File: src/rtl/fir_pkg.sv
// Shared FIR datapath widths and saturation bounds used by the filter and its output stages.
package fir_pkg;

    localparam int FIR_SAMPLE_W = 16;
    localparam int FIR_OUT_W    = 8;

    function automatic int sat_max(input int w);
        return (1 << (w - 1)) - 1;
    endfunction

    function automatic int sat_min(input int w);
        return -(1 << (w - 1));
    endfunction

endpackage

File: src/rtl/fir_out_fifo.sv
// Synchronous FIFO with a combinational head; a write at full is accepted only alongside a pop.
module fir_out_fifo #(
    parameter int WIDTH = 8,
    parameter int DEPTH = 4
) (
    input  logic             clk,
    input  logic             reset,
    input  logic             wr_en,
    input  logic [WIDTH-1:0] wr_data,
    input  logic             rd_en,
    output logic [WIDTH-1:0] rd_data,
    output logic             empty,
    output logic             full
);

    localparam int ADDR_W = (DEPTH > 1) ? $clog2(DEPTH) : 1;
    localparam logic [ADDR_W:0] FULL_CNT = (ADDR_W + 1)'(DEPTH);

    logic [WIDTH-1:0]  mem [DEPTH];
    logic [ADDR_W-1:0] wr_ptr;
    logic [ADDR_W-1:0] rd_ptr;
    logic [ADDR_W:0]   count;
    logic              do_wr;
    logic              do_rd;

    assign empty   = (count == '0);
    assign full    = (count == FULL_CNT);
    assign do_rd   = rd_en && !empty;
    assign do_wr   = wr_en && (!full || do_rd);
    assign rd_data = mem[rd_ptr];

    always_ff @(posedge clk) begin
        if (do_wr) begin
            mem[wr_ptr] <= wr_data;
        end
    end

    always_ff @(posedge clk) begin
        if (reset) begin
            wr_ptr <= '0;
            rd_ptr <= '0;
            count  <= '0;
        end else begin
            if (do_wr) begin
                wr_ptr <= wr_ptr + 1'b1;
            end
            if (do_rd) begin
                rd_ptr <= rd_ptr + 1'b1;
            end
            case ({do_wr, do_rd})
                2'b10:   count <= count + 1'b1;
                2'b01:   count <= count - 1'b1;
                default: count <= count;
            endcase
        end
    end

endmodule

File: src/rtl/fir_decim_out.sv
// FIR output stage: decimate, requantize (shift + saturate), buffer in a FIFO with valid/ready drain.
// Define FIR_DECIM_ROUND_EN for round-half-up before the shift; default build truncates (floor).
module fir_decim_out
    import fir_pkg::*;
#(
    parameter int IN_W       = FIR_SAMPLE_W,
    parameter int OUT_W      = FIR_OUT_W,
    parameter int DECIM      = 4,
    parameter int SHIFT      = 4,
    parameter int FIFO_DEPTH = 4
) (
    input  logic             clk,
    input  logic             reset,
    input  logic             in_valid,
    input  logic [IN_W-1:0]  in_data,
    output logic             out_valid,
    input  logic             out_ready,
    output logic [OUT_W-1:0] out_data,
    output logic             sat_pulse,
    output logic             overflow
);

    localparam int PH_W = (DECIM > 1) ? $clog2(DECIM) : 1;
    localparam logic [PH_W-1:0] PH_LAST = PH_W'(DECIM - 1);
    localparam logic signed [IN_W:0] QMAX = (IN_W + 1)'(sat_max(OUT_W));
    localparam logic signed [IN_W:0] QMIN = (IN_W + 1)'(sat_min(OUT_W));
`ifdef FIR_DECIM_ROUND_EN
    localparam logic signed [IN_W:0] RND = (IN_W + 1)'(1) << (SHIFT - 1);
`endif

    logic [PH_W-1:0]    phase;
    logic               keep;
    logic signed [IN_W:0] ext;
    logic signed [IN_W:0] biased;
    logic signed [IN_W:0] shifted;
    logic               clip;
    logic [OUT_W-1:0]   q;
    logic               stage_valid;
    logic [OUT_W-1:0]   stage_data;
    logic [OUT_W-1:0]   fifo_head;
    logic               fifo_empty;
    logic               fifo_full;
    logic               pop;

    assign keep = in_valid && (phase == '0);

    // Work one bit wider than the input so the rounding bias cannot wrap.
    always_comb begin
        ext = {in_data[IN_W-1], in_data};
`ifdef FIR_DECIM_ROUND_EN
        biased = ext + RND;
`else
        biased = ext;
`endif
        shifted = biased >>> SHIFT;
        clip    = 1'b0;
        q       = shifted[OUT_W-1:0];
        if (shifted > QMAX) begin
            clip = 1'b1;
            q    = QMAX[OUT_W-1:0];
        end else if (shifted < QMIN) begin
            clip = 1'b1;
            q    = QMIN[OUT_W-1:0];
        end
    end

    always_ff @(posedge clk) begin
        if (reset) begin
            phase       <= '0;
            stage_valid <= 1'b0;
            stage_data  <= '0;
            sat_pulse   <= 1'b0;
            overflow    <= 1'b0;
        end else begin
            if (in_valid) begin
                phase <= (phase == PH_LAST) ? '0 : phase + 1'b1;
            end
            stage_valid <= keep;
            sat_pulse   <= keep && clip;
            if (keep) begin
                stage_data <= q;
            end
            if (stage_valid && fifo_full && !pop) begin
                overflow <= 1'b1;
            end
        end
    end

    assign pop = out_valid && out_ready;

    fir_out_fifo #(
        .WIDTH (OUT_W),
        .DEPTH (FIFO_DEPTH)
    ) u_fifo (
        .clk     (clk),
        .reset   (reset),
        .wr_en   (stage_valid),
        .wr_data (stage_data),
        .rd_en   (pop),
        .rd_data (fifo_head),
        .empty   (fifo_empty),
        .full    (fifo_full)
    );

    // Memory is not cleared by reset, so mask the head while empty.
    assign out_valid = !fifo_empty;
    assign out_data  = fifo_empty ? '0 : fifo_head;

endmodule
File: config.mk
export PLATFORM = sky130hd
export DESIGN_NAME = fir_decim_out
export DESIGN_NICKNAME = d
export VERILOG_FILES = /design/src/rtl/fir_pkg.sv /design/src/rtl/fir_out_fifo.sv /design/src/rtl/fir_decim_out.sv
export SDC_FILE = /design/constraint.sdc
export NUM_CORES = 1
export LEC_CHECK = 0
export ABC_AREA = 1
export BUFFER_PORTS_ARGS = -buffer_cell sky130_fd_sc_hd__buf_2
export CAP_MARGIN = 0
export CORE_AREA = 2 2 61 92
export DETAILED_ROUTE_END_ITERATION = 10
export DIE_AREA = 0 0 63 94
export PLACE_DENSITY = 0.65
export RECOVER_POWER = 100
export SLEW_MARGIN = 25
export SYNTH_ARGS = -nofsm -noshare
export SYNTH_HDL_FRONTEND = slang
export SYNTH_SLANG_ARGS = --single-unit
File: constraint.sdc
create_clock -name clk -period 3.82 [get_ports clk]
set_clock_uncertainty 0.05 [all_clocks]
set_input_delay 0.382 -clock clk [delete_from_list [all_inputs] [get_ports clk]]
set_output_delay 0.382 -clock clk [all_outputs]
set_load 0.05 [all_outputs]
==> key figures, run 1 <==
Synth
  • Yosys top cell area share: 41.6%
  • Seq/Total Area, Yosys: 60.6%
  • Asr flop ratio synth: 0%
  • #FFs+latches synth: 54
  • Yosys warnings: 0
  • Mean area per synthesized cell: 10.1 um2
  • Netlist cell types: 24
  • Synth top cells by count: nor2_1 (34), edfxtp_1 (32), a21oi_1 (24), nand2_1 (24), dfxtp_1 (22)
  • Top-count cell post-synth: nor2_1
  • Number of synthesized flops with an enable pin: 32
  • Cell taking the most area after synthesis: edfxtp_1
  • Cell count after synthesis: 229
  • Main area contributors after synthesis: edfxtp_1 (42%), dfxtp_1 (19%), nor2_1 (5.5%)
  • Ys flop type: edfxtp_1
  • Synth Net Count: 257
  • Area of the mapped netlist: 2310 um2

CTS
  • Post-CTS resize count: 0
  • Clk_lat worst skew: 0.31 ns
  • H-tree levels: 2
  • Clk slew on worst S/H paths: 0.10 ns
  • CTS Buf Count: 5
  • Setup Buffers After CTS: 0
  • Clock buffer depth: 2
  • TritonCTS clock tree: done
  • CTS Sinks: 54
  • Clock Tree Root: clkbuf_8
  • Hold buffers post-CTS: 0

Floorplan
  • Die X-Extent: 63 um
  • Die area: 5920 um2
  • Cell Rows: 32
  • Initial Util: 45.4%
  • Core Region: 5080 um2
  • Ports: 31
  • Die H: 94 um

STA
  • Min setup slack post-route: 1.08 ns
  • Final min period: 2.74 ns
  • Worst slew margin: 44.4%
  • Final Max Tran Viols: 0
  • Hold Slack: 0.255 ns
  • Final worst path period share: 71.7%
  • RSZ-0062 raised after global routing: no
  • Tightest Pin Transition: 0.831 ns
  • Final Hold Viols: 0
  • Setup violators final: 0
  • Fin Setup TNS: 0 ns
  • FMAX: 0.365 GHz

Run
  • Max-Cap Viols: 0

Drt
  • Drt total wl: 4090 um
  • DRT iter0 DRCs: 21
  • ANT nets after route: 0
  • Pre-Repair DR Iteration Count: 4
  • DRC: 0
  • Vias per std cell: 4.86
  • Vias: 1585
  • WL per Instance: 12.5 um

Placement
  • GPL Wtd Cong: 0.736
  • I/O Buffers: 26
  • HPWL after DPL: 2890 um
  • Cells after DPL: 318
  • Placed cell area: 2470 um2
  • Worst slack, placed: 1.67 ns

Global route
  • Routing usage on met1: 15.0%
  • GRT met2 Usage: 27.7%
  • Largest net degree at the start of global routing: 20
  • Gr ovfl total: 0
  • Gr usage total: 14.7%
  • GRT busiest layer: met2
  • First-pass GRT wire length: 6530 um
  • GR Util met3: 3.36%
  • Vias in the first global route: 1468
  • Initial antenna violation count: 0

Pwr
  • Maximum vdd drop: 0.364 mV
  • Lkg Pwr: 0.998 nW
  • PD cells: 620 nW/um2
  • Pwr Total: 1.58 mW

Finish
  • Final cell count without fillers: 326
  • Antenna fix cells: 0
  • Util after Layout: 50.0%
  • Nets: 285
  • Share of cells above drive strength 1: 16.3%
  • P&R area growth vs syn: 10.0%
  • Post-route cell area: 2540 um2

Outcome
  • Run status: complete, no violations

Setup path
  • Crit. End Element: output port
  • CP Data Required Time: 3.39 ns
  • Setup CP Type: flop to output port
  • Worst-path fanout max: 17
  • Arr. time, crit path: 2.31 ns
  • Crit path launch type: flop

Hold path
  • Hold Path Class: input pin to flop
layout make-up:
type / instances / area [um2]
Clock buffer: 5 / 68.8
Sequential cell: 54 / 1400
Clock inverter: 3 / 26.3
Timing Repair Buffer: 26 / 119
Inverter: 27 / 101
Fill cell: 492 / 2540
Multi-Input combinational cell: 143 / 741
Tap cell: 68 / 85.1
power breakdown:
group          internal [mW]  switching (mW)  leakage (nW)
logic                  0.121           0.405         0.472
registers              0.664          0.0578         0.478
clock network          0.135           0.194        0.0491
total                  0.920           0.656         0.998
kinds of logic after synthesis:
family / Yosys count / share of synthesized area [%]
buffers and inverters: 32 / 6.77
adders and majority gates: 8 / 4.66
DFF: 54 / 60.6
and+or+nand+nor: 81 / 15.6
AOI/OAI and AO/OA: 54 / 12.3
placed cells by master (no fill, tap or decap), types with 9 or more instances in the layout:
cell,Yosys,final
o21ai_0,13,17
buf_2,1,17
o21ai_1,15,11
nand2_1,24,26
nor2_2,13,12
nor2_1,34,35
inv_1,21,24
a21oi_1,24,24
edfxtp_1,32,32
clkbuf_1,0,9
dfxtp_1,22,22
routing by layer:
layer  part of all wire [%]  wire length, um
met1                     42             1730
met2                     53             2190
met3                    2.6              106
met4                    1.6               66
met5                      0                0
sequential cells by signal (all words and copies together) (netlist names), named ones only:
register	flops
stage_data	8
u_fifo.mem	32
stage_valid	1
overflow	1
u_fifo.wr_ptr	2
u_fifo.count	3
u_fifo.rd_ptr	2
sat_pulse	1
phase	2
final timing paths:
path	end	slack [ns]	start	cells after the start
hold / removal	phase[0]$_SDFFE_PP0P_	0.25	reset	2
setup reg to reg	u_fifo.count[2]$_SDFFE_PP0P_	1.79	u_fifo.count[1]$_SDFFE_PP0P_	12
hold reg to reg	overflow$_SDFFE_PP0P_	0.41	overflow$_SDFFE_PP0P_	2
setup / recovery	out_data[2]	1.08	flop	4
critical path: stages (launching register included):
cell,delay (ns)
dfxtp_1,0.84
inv_1,0.46
o21ai_0,0.28
a21oi_1,0.10
clkbuf_1,0.31
Power figures use the tool's default switching activity.
==> run 2, diff against run 1 <==
- ABC_AREA: 1 -> 0
- CORE_AREA: 2 2 61 92 -> 2 2 60 91
- DIE_AREA: 0 0 63 94 -> 0 0 62 93
- clock period: 3.82 -> 2.8 ns (I/O delays scaled with it)
==> key figures, run 2 <==
Outcome
  • Run status: complete, no violations

STA
  • Final Max Tran Viols: 0
  • Final worst path period share: 83.7%
  • Fin Setup TNS: 0 ns
  • Min setup slack post-route: 0.457 ns
  • Final min period: 2.34 ns
  • Setup violators final: 0
  • Worst slew margin: 60.0%
  • RSZ-0062 raised after global routing: no
  • FMAX: 0.427 GHz
  • Tightest Pin Transition: 0.603 ns
  • Final Hold Viols: 0

Synth
  • Cell taking the most area after synthesis: edfxtp_1
  • Asr flop ratio synth: 0%
  • Seq/Total Area, Yosys: 63.0%
  • Synth Net Count: 195
  • Ys flop type: edfxtp_1
  • Main area contributors after synthesis: edfxtp_1 (43%), dfxtp_1 (20%), mux4_2 (8.1%)
  • Number of synthesized flops with an enable pin: 32
  • Top-count cell post-synth: edfxtp_1
  • Yosys warnings: 0
  • Mean area per synthesized cell: 13.3 um2
  • Yosys top cell area share: 43.2%
  • #FFs+latches synth: 54
  • Cell count after synthesis: 167
  • Synth top cells by count: edfxtp_1 (32), dfxtp_1 (22), nor2_1 (20)
  • Area of the mapped netlist: 2220 um2
  • Netlist cell types: 30

Floorplan
  • Core Region: 5000 um2
  • Cell Rows: 32
  • Initial Util: 44.4%
  • Die area: 5770 um2
  • Die X-Extent: 62 um
  • Ports: 31
  • Die H: 93 um

Global route
  • First-pass GRT wire length: 6410 um
  • Largest net degree at the start of global routing: 21
  • Initial antenna violation count: 0
  • Gr usage total: 15.2%
  • Vias in the first global route: 1402
  • Gr ovfl total: 0

CTS
  • TritonCTS clock tree: done
  • Clock Tree Root: clkbuf_8
  • CTS Buf Count: 5
  • Clk_lat worst skew: 0.31 ns
  • Clk slew on worst S/H paths: 0.10 ns
  • Setup Buffers After CTS: 0
  • H-tree levels: 2
  • Clock buffer depth: 2
  • Post-CTS resize count: 0
  • Hold buffers post-CTS: 0
  • CTS Sinks: 54

Setup path
  • R2r setup slk: 0.46 ns
  • Worst-path fanout max: 7
  • CP Data Required Time: 2.99 ns
  • Arr. time, crit path: 2.53 ns
  • Crit path launch type: flop
  • Crit. End Element: flop
  • Setup CP Type: flop to flop

Finish
  • Largest Register: u_fifo.mem
  • Final cell count without fillers: 264
  • P&R area growth vs syn: 12.2%
  • Biggest regs: u_fifo.mem: 32 flops, stage_data: 8 flops, u_fifo.count: 3 flops
  • Util after Layout: 49.9%
  • Most common cell after layout, fill and taps aside: edfxtp_1
  • Nets: 223
  • Fillers: 437
  • Area of the multi-input gates: 744 um2
  • Most frequent cells in the layout: edfxtp_1 (32), dfxtp_1 (22), nor2_1 (20)
  • Largest register FFs: 32
  • Share of cells above drive strength 1: 16.8%
  • Antenna fix cells: 0
  • Area occupied by registers: 1400 um2

Drt
  • ANT nets after route: 0
  • Pre-Repair DR Iteration Count: 4
  • Vias per std cell: 5.13
  • Vias: 1354
  • DRT iter0 DRCs: 28
  • WL per Instance: 14.5 um
  • DRC: 0
  • Drt total wl: 3820 um

Placement
  • HPWL after DPL: 2900 um
  • GPL Wtd Cong: 0.701
  • Worst slack, placed: 0.448 ns
  • Cells after DPL: 256
  • I/O Buffers: 26

Run
  • Max-Cap Viols: 0

Pwr
  • Power Internal: 1.32 mW
  • Combinational power share: 32.2%
  • Maximum vdd drop: 0.372 mV
  • P_sw: 0.797 mW
  • Lkg Pwr: 0.909 nW
  • Switch share: 37.7%
  • PD cells: 847 nW/um2
  • Seq pwr share: 47.1%
  • Power share of the clock group: 20.7%

Hold path
  • Hold Path Class: input pin to flop
run 2: path summary, 6_finish.rpt:
kind | from | end | cells after the start
worst max-delay path | u_fifo.count[0]$_SDFFE_PP0P_ | u_fifo.count[2]$_SDFFE_PP0P_ | 9
worst min-delay path | in_data[4] | stage_data[0]$_SDFFE_PP0P_ | 3
worst max register to register | u_fifo.count[0]$_SDFFE_PP0P_ | u_fifo.count[2]$_SDFFE_PP0P_ | 9
worst min register to register | overflow$_SDFFE_PP0P_ | overflow$_SDFFE_PP0P_ | 2
run 2: critical path, stage by stage (launching register included):
cell	delay, ns
dfxtp_1	0.39
nor4b_2	0.47
nor2_1	0.07
inv_1	0.07
ha_1	0.17
inv_1	0.06
fa_1	0.37
xor2_1	0.16
or3_1	0.31
a21oi_1	0.14
run 2: per-stage QoR:
stage	hold WS, ns	power (mW)	cell area, um2
3_5_place_dp	0.417	1.73	2420
2_1_floorplan	0.366	1.55	2220
5_1_grt	0.172	2.22	2490
3_3_place_gp	0.415	1.69	2420
6_report	0.175	2.11	2490
4_1_cts	0.173	2.16	2510
run 2: power by group through the flow:
stage | Sequential (mW) | Clock [mW] | Combinational (mW)
6_report | 0.996 | 0.437 | 0.681
2_1_floorplan | 0.970 | 0 | 0.580
3_3_place_gp | 1.01 | 0 | 0.686
4_1_cts | 1.00 | 0.443 | 0.712
3_5_place_dp | 1.02 | 0 | 0.710
5_1_grt | 1.01 | 0.475 | 0.737
run 2: kinds of logic after synthesis:
logic type | synth area share (%)
flops | 63.0
simple gates | 11.1
compound gates | 7.60
buf+inv | 3.32
mux | 8.55
fa+ha+maj | 4.84
xor+xnor | 1.58
run 2: metal layers:
metal  up-vias  routed length (um)  track usage (%)
li1        657                   -                -
met1       668                1460             17.1
met2        27                2210             26.9
met3         2                 119             3.04
met4         0                  29             5.85
met5         -                   0                0
run 2: area by class of cell:
class | count | area share [%]
Clock inverter | 3 | 0.903
Sequential cell | 54 | 56.2
Clock buffer | 5 | 2.76
Multi-Input combinational cell | 94 | 29.8
Tap cell | 68 | 3.41
Inverter | 13 | 1.96
Timing Repair Buffer | 27 | 4.96
